$ cat config.mk
export PLATFORM = sky130hd
export DESIGN_NAME = div_bcd_conv
export DESIGN_NICKNAME = d
export VERILOG_FILES = /design/src/rtl/div_pkg.sv /design/src/rtl/bcd_dabble_step.sv /design/src/rtl/div_bcd_conv.sv
export SDC_FILE = /design/constraint.sdc
export NUM_CORES = 1
export LEC_CHECK = 0
export CORE_MARGIN = 3
export CORE_UTILIZATION = 54
export DETAILED_ROUTE_END_ITERATION = 6
export GPL_TIMING_DRIVEN = 0
export PLACE_DENSITY = 0.91
export SYNTH_ARGS = -nofsm -noshare
export SYNTH_HDL_FRONTEND = slang
export SYNTH_HIERARCHICAL = 1
export SYNTH_SLANG_ARGS = --single-unit
$ cat constraint.sdc
create_clock -name clk -period 4.11 [get_ports clk]
set_input_delay 0.822 -clock clk [delete_from_list [all_inputs] [get_ports clk]]
set_output_delay 0.822 -clock clk [all_outputs]
set_load 0.05 [all_outputs]
$ cat src/rtl/div_pkg.sv
// ============================================================================
// Module      : div_pkg
// Description : Shared widths, iteration count, error code and FSM states.
// Revision    : 1.0 - initial release
// ============================================================================
`default_nettype none

package div_pkg;

    localparam int              BCD_W        = 12;
    localparam int              CONV_ITERS   = 8;
    localparam logic [11:0]     ERR_CODE_DEF = 12'hEEE;

    localparam logic [1:0]      ST_IDLE      = 2'd0;
    localparam logic [1:0]      ST_CONV      = 2'd1;
    localparam logic [1:0]      ST_DONE      = 2'd2;

    typedef enum logic [1:0] {
        E_IDLE = ST_IDLE,
        E_CONV = ST_CONV,
        E_DONE = ST_DONE
    } state_e;

endpackage : div_pkg

`default_nettype wire

$ cat src/rtl/bcd_dabble_step.sv
// ============================================================================
// Module      : bcd_dabble_step
// Description : One combinational double-dabble iteration (adjust then shift).
// Revision    : 1.0 - initial release
// ============================================================================
`default_nettype none

module bcd_dabble_step
    import div_pkg::*;
(
    input  logic [BCD_W-1:0] bcd_i,
    input  logic [7:0]       bin_i,
    output logic [BCD_W-1:0] bcd_o,
    output logic [7:0]       bin_o
);

    logic [BCD_W-1:0] w_adj;
    logic             w_msb_unused;

    for (genvar d = 0; d < BCD_W / 4; d++) begin : g_digit
        assign w_adj[4*d +: 4] = (bcd_i[4*d +: 4] >= 4'd5) ? (bcd_i[4*d +: 4] + 4'd3)
                                                             : bcd_i[4*d +: 4];
    end

    // Hundreds digit never exceeds 2 for an 8-bit operand, so its MSB is always 0.
    assign w_msb_unused = w_adj[BCD_W-1];
    assign bcd_o        = {w_adj[BCD_W-2:0], bin_i[7]};
    assign bin_o        = {bin_i[6:0], 1'b0};

endmodule : bcd_dabble_step

`default_nettype wire

$ cat src/rtl/div_bcd_conv.sv
// ============================================================================
// Module      : div_bcd_conv
// Description : Converts divider quotient/remainder to 3-digit BCD.
//               Define DIV_BCD_REM_EN to build the remainder conversion path.
// Revision    : 1.0 - initial release
// ============================================================================
`default_nettype none

module div_bcd_conv
    import div_pkg::*;
#(
    parameter logic [BCD_W-1:0] ERR_CODE = ERR_CODE_DEF
) (
    input  logic             clk,
    input  logic             rst,
    input  logic             start,
    input  logic [7:0]       quo,
    input  logic [7:0]       rem,
    input  logic             div_err,
    output logic             busy,
    output logic             done,
    output logic [BCD_W-1:0] quo_bcd,
    output logic [BCD_W-1:0] rem_bcd,
    output logic             err_out
);

    localparam logic [3:0] CNT_INIT = 4'(CONV_ITERS);

    logic [1:0]       state_q, state_d;
    logic [3:0]       cnt_q;
    logic [7:0]       quo_sh_q;
    logic [BCD_W-1:0] quo_acc_q;
    logic [BCD_W-1:0] quo_bcd_q;
    logic             err_q;
    logic [BCD_W-1:0] w_quo_bcd;
    logic [7:0]       w_quo_bin;
    logic             w_start_ok;
    logic             w_last;

    assign w_start_ok = (state_q == ST_IDLE) && start;
    assign w_last     = (state_q == ST_CONV) && (cnt_q == 4'd1);

    always_comb begin
        state_d = state_q;
        case (state_q)
            ST_IDLE: if (start) state_d = div_err ? ST_DONE : ST_CONV;
            ST_CONV: if (cnt_q == 4'd1) state_d = ST_DONE;
            ST_DONE: state_d = ST_IDLE;
            default: state_d = ST_IDLE;
        endcase
    end

    bcd_dabble_step u_quo_step (
        .bcd_i (quo_acc_q),
        .bin_i (quo_sh_q),
        .bcd_o (w_quo_bcd),
        .bin_o (w_quo_bin)
    );

    always_ff @(posedge clk) begin
        if (rst) begin
            state_q   <= ST_IDLE;
            cnt_q     <= '0;
            quo_sh_q  <= '0;
            quo_acc_q <= '0;
            quo_bcd_q <= '0;
            err_q     <= 1'b0;
        end else begin
            state_q <= state_d;
            if (w_start_ok) begin
                quo_sh_q  <= quo;
                quo_acc_q <= '0;
                cnt_q     <= CNT_INIT;
                if (div_err) begin
                    quo_bcd_q <= ERR_CODE;
                    err_q     <= 1'b1;
                end
            end else if (state_q == ST_CONV) begin
                quo_sh_q  <= w_quo_bin;
                quo_acc_q <= w_quo_bcd;
                cnt_q     <= cnt_q - 4'd1;
                if (w_last) begin
                    quo_bcd_q <= w_quo_bcd;
                    err_q     <= 1'b0;
                end
            end
        end
    end

`ifdef DIV_BCD_REM_EN
    logic [7:0]       rem_sh_q;
    logic [BCD_W-1:0] rem_acc_q;
    logic [BCD_W-1:0] rem_bcd_q;
    logic [BCD_W-1:0] w_rem_bcd;
    logic [7:0]       w_rem_bin;

    bcd_dabble_step u_rem_step (
        .bcd_i (rem_acc_q),
        .bin_i (rem_sh_q),
        .bcd_o (w_rem_bcd),
        .bin_o (w_rem_bin)
    );

    always_ff @(posedge clk) begin
        if (rst) begin
            rem_sh_q  <= '0;
            rem_acc_q <= '0;
            rem_bcd_q <= '0;
        end else if (w_start_ok) begin
            rem_sh_q  <= rem;
            rem_acc_q <= '0;
            if (div_err) rem_bcd_q <= ERR_CODE;
        end else if (state_q == ST_CONV) begin
            rem_sh_q  <= w_rem_bin;
            rem_acc_q <= w_rem_bcd;
            if (w_last) rem_bcd_q <= w_rem_bcd;
        end
    end

    assign rem_bcd = rem_bcd_q;
`else
    logic w_rem_unused;
    assign w_rem_unused = ^rem;
    assign rem_bcd      = '0;
`endif

    assign busy    = (state_q == ST_CONV) || (state_q == ST_DONE);
    assign done    = (state_q == ST_DONE);
    assign quo_bcd = quo_bcd_q;
    assign err_out = err_q;

endmodule : div_bcd_conv

`default_nettype wire

Word level (Yosys, flattened, before mapping). Cells that the tools add are included. W data, S select, Z words.

Register bits: 39. Output and inout bits: 27. Input port bits: 20.

Reduce and logical (&&, ||, !) cells: 9. Add/sub/neg operators: 4. Eq/ne operators: 6. Mux-type cells: 19. Magnitude comparators: 3.

Operators by type and width (number): $mux W12 (4); $mux W4 (4); $mux W8 (2); $ge A4 B3 Y1 const B (3); $add A4 B2 Y4 const B (2); $mux W2 (3); $ne A2 B2 Y1 const B (3); $eq A4 B1 Y1 const B (1); $mux W1 (4); $pmux W2 S2 (1); $reduce_bool A2 Y1 (2); $sub A4 B1 Y4 const B (1); $add A3 B2 Y3 const B (1); $mux W3 (1); $reduce_and A3 Y1 (1); $eq A2 B1 Y1 const B (1); $eq A2 B2 Y1 const B (1); $logic_and A1 B1 Y1 (2); $logic_not A2 Y1 (1); $reduce_and A2 Y1 (1); $reduce_or A2 Y1 (1); $logic_or A1 B1 Y1 (1).

Logic depth before layout (Yosys ltp). Gate-level depths: netlist of run 1.

Depth after elaboration: 5. Depth in mapped cells: 7.

By module. Netlist of run 1, hierarchy kept.

By module, submodules not included: div_bcd_conv (area each 1749.2 µm², times used 1, cells each 183); bcd_dabble_step (area each 355.3 µm², times used 1, cells each 54).

Worst setup path before layout of run 1. OpenSTA, ideal clock, no wires.

Kind: reg-to-output. Start: register state_q[0]. End: output busy. Arrival time: 0.928 ns. Data required time: 3.288 ns. Cell stages (with the launch flop): 3. Setup slack: 2.360 ns. Buffers on the path: 0. Cell sequence: dfxtp_1 -> inv_1 -> ha_1.

Longest elaborated chain between the ends: 2. Elaborated cells on any way between the ends: 3.

RTL lines: start: declaration (RTL line div_bcd_conv.sv:29) `logic [1:0] state_q, state_d;`; start signal: assignment (RTL line div_bcd_conv.sv:69) `state_q <= state_d;`; $eq A2 B1 Y1 / $eq A2 B2 Y1 (equally long branches) (RTL line div_bcd_conv.sv:127) `assign busy = (state_q == ST_CONV) || (state_q == ST_DONE);`; $logic_or A1 B1 Y1 * (RTL line div_bcd_conv.sv:127); end: declaration (RTL line div_bcd_conv.sv:20) `output logic busy,`.

Every way passes the cells marked *; elsewhere a longest branch is shown, timed or not.

Worst setup path after layout of run 1. Ends and elaborated chain as after synthesis.

==> results.yml, run 1 <==
outcome:
  status: "completed"
setup_path:
  crit_type: "reg -> out"
  required_ps: 3290
  worstReg2RegStart: "state_q[0]$_SDFFE_PP0P_"
  worst_ep_arrival_time_ps: 1820
  ff2ff_path_depth: 7
  endpoint_kind: "output pin"
  cp-start-kind: "flip-flop"
  crit_start: "state_q[0]$_SDFFE_PP0P_"
  critical_path.max_fanout: 3
global_route:
  antenna_found_initial: 0
  grt_pass1_wl_mm: 6.50
  grt_max_degree: 13
  first_global_vias: 1518
  track_usage_pct: 18.2
  globalRouteOverflowTotal: 0
routing:
  viasPerCell: 4.95
  post_drt_wl_per_cell_um: 11.6
  vias: 1634
  wl_mm: 3.83
  drt-initial-drc-count: 118
  drtAntennaViolNets: 0
  dr.pass1.iters: 4
  drc: 0
layout:
  final_core_util_pct: 68.7
  syn2layout_area_growth_pct: 21.2
  drive_gt1_share_pct: 14.5
  layout_common_cells: "39 x dfxtp_1, 35 x nor2_1, 26 x clkdlybuf4s50_1"
  antenna_cells: 0
  final_common_cell: "dfxtp_1"
  fin_nets: 312
sta:
  max_freq_mhz: 379
  period_share_pct: 64.2
  finClkSkew_ps: 10.5
  rsz0062_at_grt: "no"
  post-route-min-period_ps: 2640
  slew_headroom_pct: 66.5
  finalHoldViolations: 0
  tightest_slew_ps: 501
  drv_slew: 0
  tns_ps: 0
  finalSetupViolCount: 0
hold_path:
  min_path_type: "reg -> reg"
  hold_depth: 2
  min_from: "err_out$_SDFFE_PP0P_"
clocking:
  clock_path_buffers: 2
  holdBufCountCts: 0
  ctsResizeCount: 0
  cts_tree: "done"
  cts-htree-levels: 2
  cts_made_buffers: 5
  cts.clk_slew.worst_paths_ps: 80
  cts_sinks: 39
  cts_setup_buffers: 0
  clkLatencyLatePin_ps: 290
  clock-root-buffer: "clkbuf_8"
floorplan:
  die_h_um: 68.4
  die_width_um: 68.4
  die_area_um2: 4680
  ioPinCount: 47
  num_rows: 22
  core_area_um2: 3720
  start_util_pct: 56.6
synthesis:
  synthSimpleGateAreaFrac_pct: 14.0
  yosysUniqueCellTypes: 30
  synth_xor_xnor_area_share_pct: 2.50
  synth-compound-area-share_pct: 15.7
  muxShareOfSynthArea_pct: 10.9
  synth-seq-area-share_pct: 37.1
  synthAdderAreaFrac_pct: 6.54
  yosys_warnings: 6
  synth_area_per_cell_um2: 8.88
  synthesis.area_um2: 2100
  post_synth_inst_count: 237
  synth_top_family_by_area: "compound AO/OA/AOI/OAI gates"
  ys_seq_elements: 39
power_and_ir_drop:
  p_leak_nw: 1.04
  max-vdd-ir-drop_mv: 0.255
  powerDensity_nw_per_um2: 355
placement:
  gp_congestion: 0.810
  port_buffers: 26
  dp_hpwl_mm: 2.95
flow_run:
  drv_cap: 0
flip-flops by register name, indices dropped and copies added, names as in the netlist:
name	cells
err_out	1
state_q	2
cnt_q	4
quo_acc_q	12
quo_bcd	12
quo_sh_q	8
layout make-up:
cell class / instances / area, um^2
repair buffers: 26 / 260
clock inverters: 2 / 12.5
flip-flops and latches: 39 / 781
inverters: 13 / 48.8
plain buffers: 34 / 221
clock buffers: 6 / 72.6
well taps: 48 / 60.1
fillers: 308 / 1160
multi-input cells: 162 / 1090
cell families after synthesis:
logic type,count (synthesis)
buf+inv,47
other cells,2
fa+ha+maj,11
flops,39
mux,23
simple gates,64
compound gates,45
xor+xnor,6
layer usage:
metal	vias up	GRT usage, %	wire length, um
met2	34	31.9	1810
met3	7	3.94	177
li1	860	-	-
met1	733	22.1	1800
met5	-	0	0
met4	0	5.21	43
metrics by stage:
step	hold slack, ps	setup slack, ps	total power, mW	area, um^2	instances
after global placement	475	1790	0.657	2470	322
final	494	1470	0.905	2550	330
after detailed placement	484	1780	0.663	2470	322
after floorplan	460	2360	0.605	2150	248
after CTS	495	1470	0.910	2550	330
after global routing	518	1410	0.947	2550	330
where the power goes:
part,switching [mW],internal (mW)
combinational,0.144,0.0942
sequential,0.0139,0.402
clock,0.132,0.119
cell usage after synthesis:
master / count / area (um^2)
a2111oi_4: 1 / 27.5
a211oi_1: 9 / 67.6
a21oi_1: 11 / 55.1
a21oi_2: 3 / 26.3
a221oi_1: 1 / 8.76
a22o_1: 1 / 8.76
a31o_1: 1 / 8.76
a41o_1: 3 / 30.0
and2_1: 1 / 6.26
and3_1: 1 / 6.26
buf_1: 1 / 3.75
buf_2: 6 / 30.0
buf_4: 23 / 173
clkbuf_1: 4 / 15.0
conb_1: 2 / 7.51
dfxtp_1: 39 / 781
ha_1: 11 / 138
inv_1: 13 / 48.8
mux2i_1: 23 / 230
nand2_1: 15 / 56.3
nand2b_1: 6 / 37.5
nand4bb_1: 1 / 11.3
nor2_1: 35 / 131
nor4b_1: 4 / 35.0
o21ai_0: 3 / 15.0
o21ai_1: 3 / 15.0
o31ai_1: 9 / 67.6
or3b_4: 1 / 11.3
xnor2_1: 5 / 43.8
xor2_1: 1 / 8.76
critical path, cell delays in order (launching register included):
cell and delay [ps]:
dfxtp_1 360, inv_1 80, ha_1 290, clkdlybuf4s50_1 800
worst paths after layout:
check	slack, ps	end
setup reg to reg	2480	quo_acc_q[6]$_SDFFE_PP0P_
setup / recovery	1470	busy
hold reg to reg	490	err_out$_SDFFE_PP0P_
hold / removal	490	err_out$_SDFFE_PP0P_
(Power assumes the default switching activity.)
==> inputs of run 2 (changes only) <==
CORE_UTILIZATION = 50   (was 54)
PLACE_DENSITY = 0.85   (was 0.91)
clock period = 2.58 ns   (was 4.11 ns; I/O delays follow)
==> results.yml, run 2 (same netlist as run 1, synthesis figures left out) <==
routing:
  vias: 1632
  viasPerCell: 4.95
  dr.pass1.iters: 4
  drtAntennaViolNets: 0
  post_drt_wl_per_cell_um: 11.8
  drt-initial-drc-count: 80
  drc: 0
  wl_mm: 3.91
global_route:
  globalRouteOverflowTotal: 0
  grt_max_degree: 13
  grt_pass1_wl_mm: 6.57
  antenna_found_initial: 0
  track_usage_pct: 16.2
  first_global_vias: 1538
floorplan:
  start_util_pct: 54.6
  die_area_um2: 5020
  die_h_um: 70.9
  ioPinCount: 47
  core_area_um2: 3850
  num_rows: 22
  die_width_um: 70.9
sta:
  finalSetupViolCount: 0
  tns_ps: 0
  layout_setup_ws_ps: 233
  tightest_slew_ps: 497
  drv_slew: 0
  whs_ps: 494
  slew_headroom_pct: 66.7
  period_share_pct: 91.0
  finalHoldViolations: 0
  post-route-min-period_ps: 2350
  max_freq_mhz: 426
  rsz0062_at_grt: "no"
  finClkSkew_ps: 10.3
setup_path:
  crit_buf_inv: 2
  cp-start-kind: "flip-flop"
  critical_path.max_fanout: 3
  ff2ff_path_depth: 7
  cp_top_family: "buffers and inverters"
  required_ps: 2060
  path_cells: "inv_1 > ha_1 > clkdlybuf4s50_1"
  endpoint_kind: "output pin"
  slowest_delay_ps: 800
  worstSetupPathDepth: 3
  slowest_stage: "clkdlybuf4s50_1"
  crit_type: "reg -> out"
  worst_ep_arrival_time_ps: 1830
hold_path:
  hold_depth: 2
  min_path_type: "reg -> reg"
power_and_ir_drop:
  powerDensity_nw_per_um2: 629
  seqPwrFrac_pct: 40.6
  combPwrFrac_pct: 23.1
  switchingPower_mw: 0.457
  p_leak_nw: 1.07
  switching_share_pct: 27.9
  max-vdd-ir-drop_mv: 0.553
  clkPwrFrac_pct: 36.3
  p_int_mw: 1.18
placement:
  dp_slack_ps: 539
  gp_congestion: 0.795
  dp.cells: 322
  port_buffers: 26
  dp_hpwl_mm: 2.87
clocking:
  cts-htree-levels: 2
  cts_setup_buffers: 0
  clkLatencyLatePin_ps: 290
  ctsResizeCount: 0
  cts_sinks: 39
  clock-root-buffer: "clkbuf_8"
  holdBufCountCts: 0
  cts_made_buffers: 5
  clock_path_buffers: 2
  cts.clk_slew.worst_paths_ps: 70
  cts_tree: "done"
layout:
  drive_gt1_share_pct: 14.5
  layout_common_cells: "39 x dfxtp_1, 35 x nor2_1, 26 x clkdlybuf4s50_1"
  final_common_cell: "dfxtp_1"
  final_core_util_pct: 67.4
  syn2layout_area_growth_pct: 23.5
  finalNonFillerCells: 330
  antenna_cells: 0
  fin_nets: 312
flow_run:
  drv_cap: 0
outcome:
  status: "completed"
==> run 2: cell count changes in the layout (fill, tap and decap cells not counted), sizes merged <==
cell,previous run,this run
bufinv,0,2
clkinvlp,1,0
clkinv,1,0
==> run 2: final cells by class <==
class | count | area (um^2)
buffer | 34 | 221
clock buffer | 6 | 72.6
clock inverter | 2 | 60.1
fill | 326 | 1250
inverter | 13 | 48.8
multi-input combinational | 162 | 1090
sequential | 39 | 781
tap | 48 | 60.1
timing repair buffer | 26 | 260
==> run 2: per-layer routing <==
| layer | wire, um | global-route usage, % | vias up |
|---|---|---|---|
| met1 | 1860 | 19.8 | 738 |
| met5 | 0 | 0 | - |
| li1 | - | - | 856 |
| met4 | 22 | 4.38 | 0 |
| met2 | 1870 | 27.3 | 34 |
| met3 | 159 | 5.54 | 4 |
==> run 2: path summary, 6_finish.rpt <==
kind / startpoint / endpoint / slack [ps]
worst min-delay path: quo_acc_q[9]$_SDFFE_PP0P_ / quo_acc_q[9]$_SDFFE_PP0P_ / 490
worst max register to register: state_q[0]$_SDFFE_PP0P_ / quo_acc_q[10]$_SDFFE_PP0P_ / 920
worst max-delay path: state_q[0]$_SDFFE_PP0P_ / busy / 230
worst min register to register: quo_acc_q[9]$_SDFFE_PP0P_ / quo_acc_q[9]$_SDFFE_PP0P_ / 490
==> run 2: through the flow <==
stage                     total power, mW  area, um^2
final                                1.63        2600
after global routing                 1.71        2600
after CTS                            1.65        2600
after detailed placement             1.05        2470
after global placement               1.05        2470
after floorplan                     0.964        2150
==> run 2: worst register-to-register path: stages, from the launching register on <==
cell and delay (ps):
dfxtp_1 380, inv_1 80, ha_1 240, nand2_1 90, buf_2 250, nand2_1 210, buf_2 240, nor2_1 110
==> run 2: power groups by stage <==
stage / Combinational (mW) / Clock (mW) / Sequential, mW
5_1_grt: 0.406 / 0.636 / 0.670
3_3_place_gp: 0.374 / 0 / 0.675
4_1_cts: 0.380 / 0.601 / 0.664
3_5_place_dp: 0.376 / 0 / 0.678
6_report: 0.378 / 0.593 / 0.663
2_1_floorplan: 0.241 / 0 / 0.723
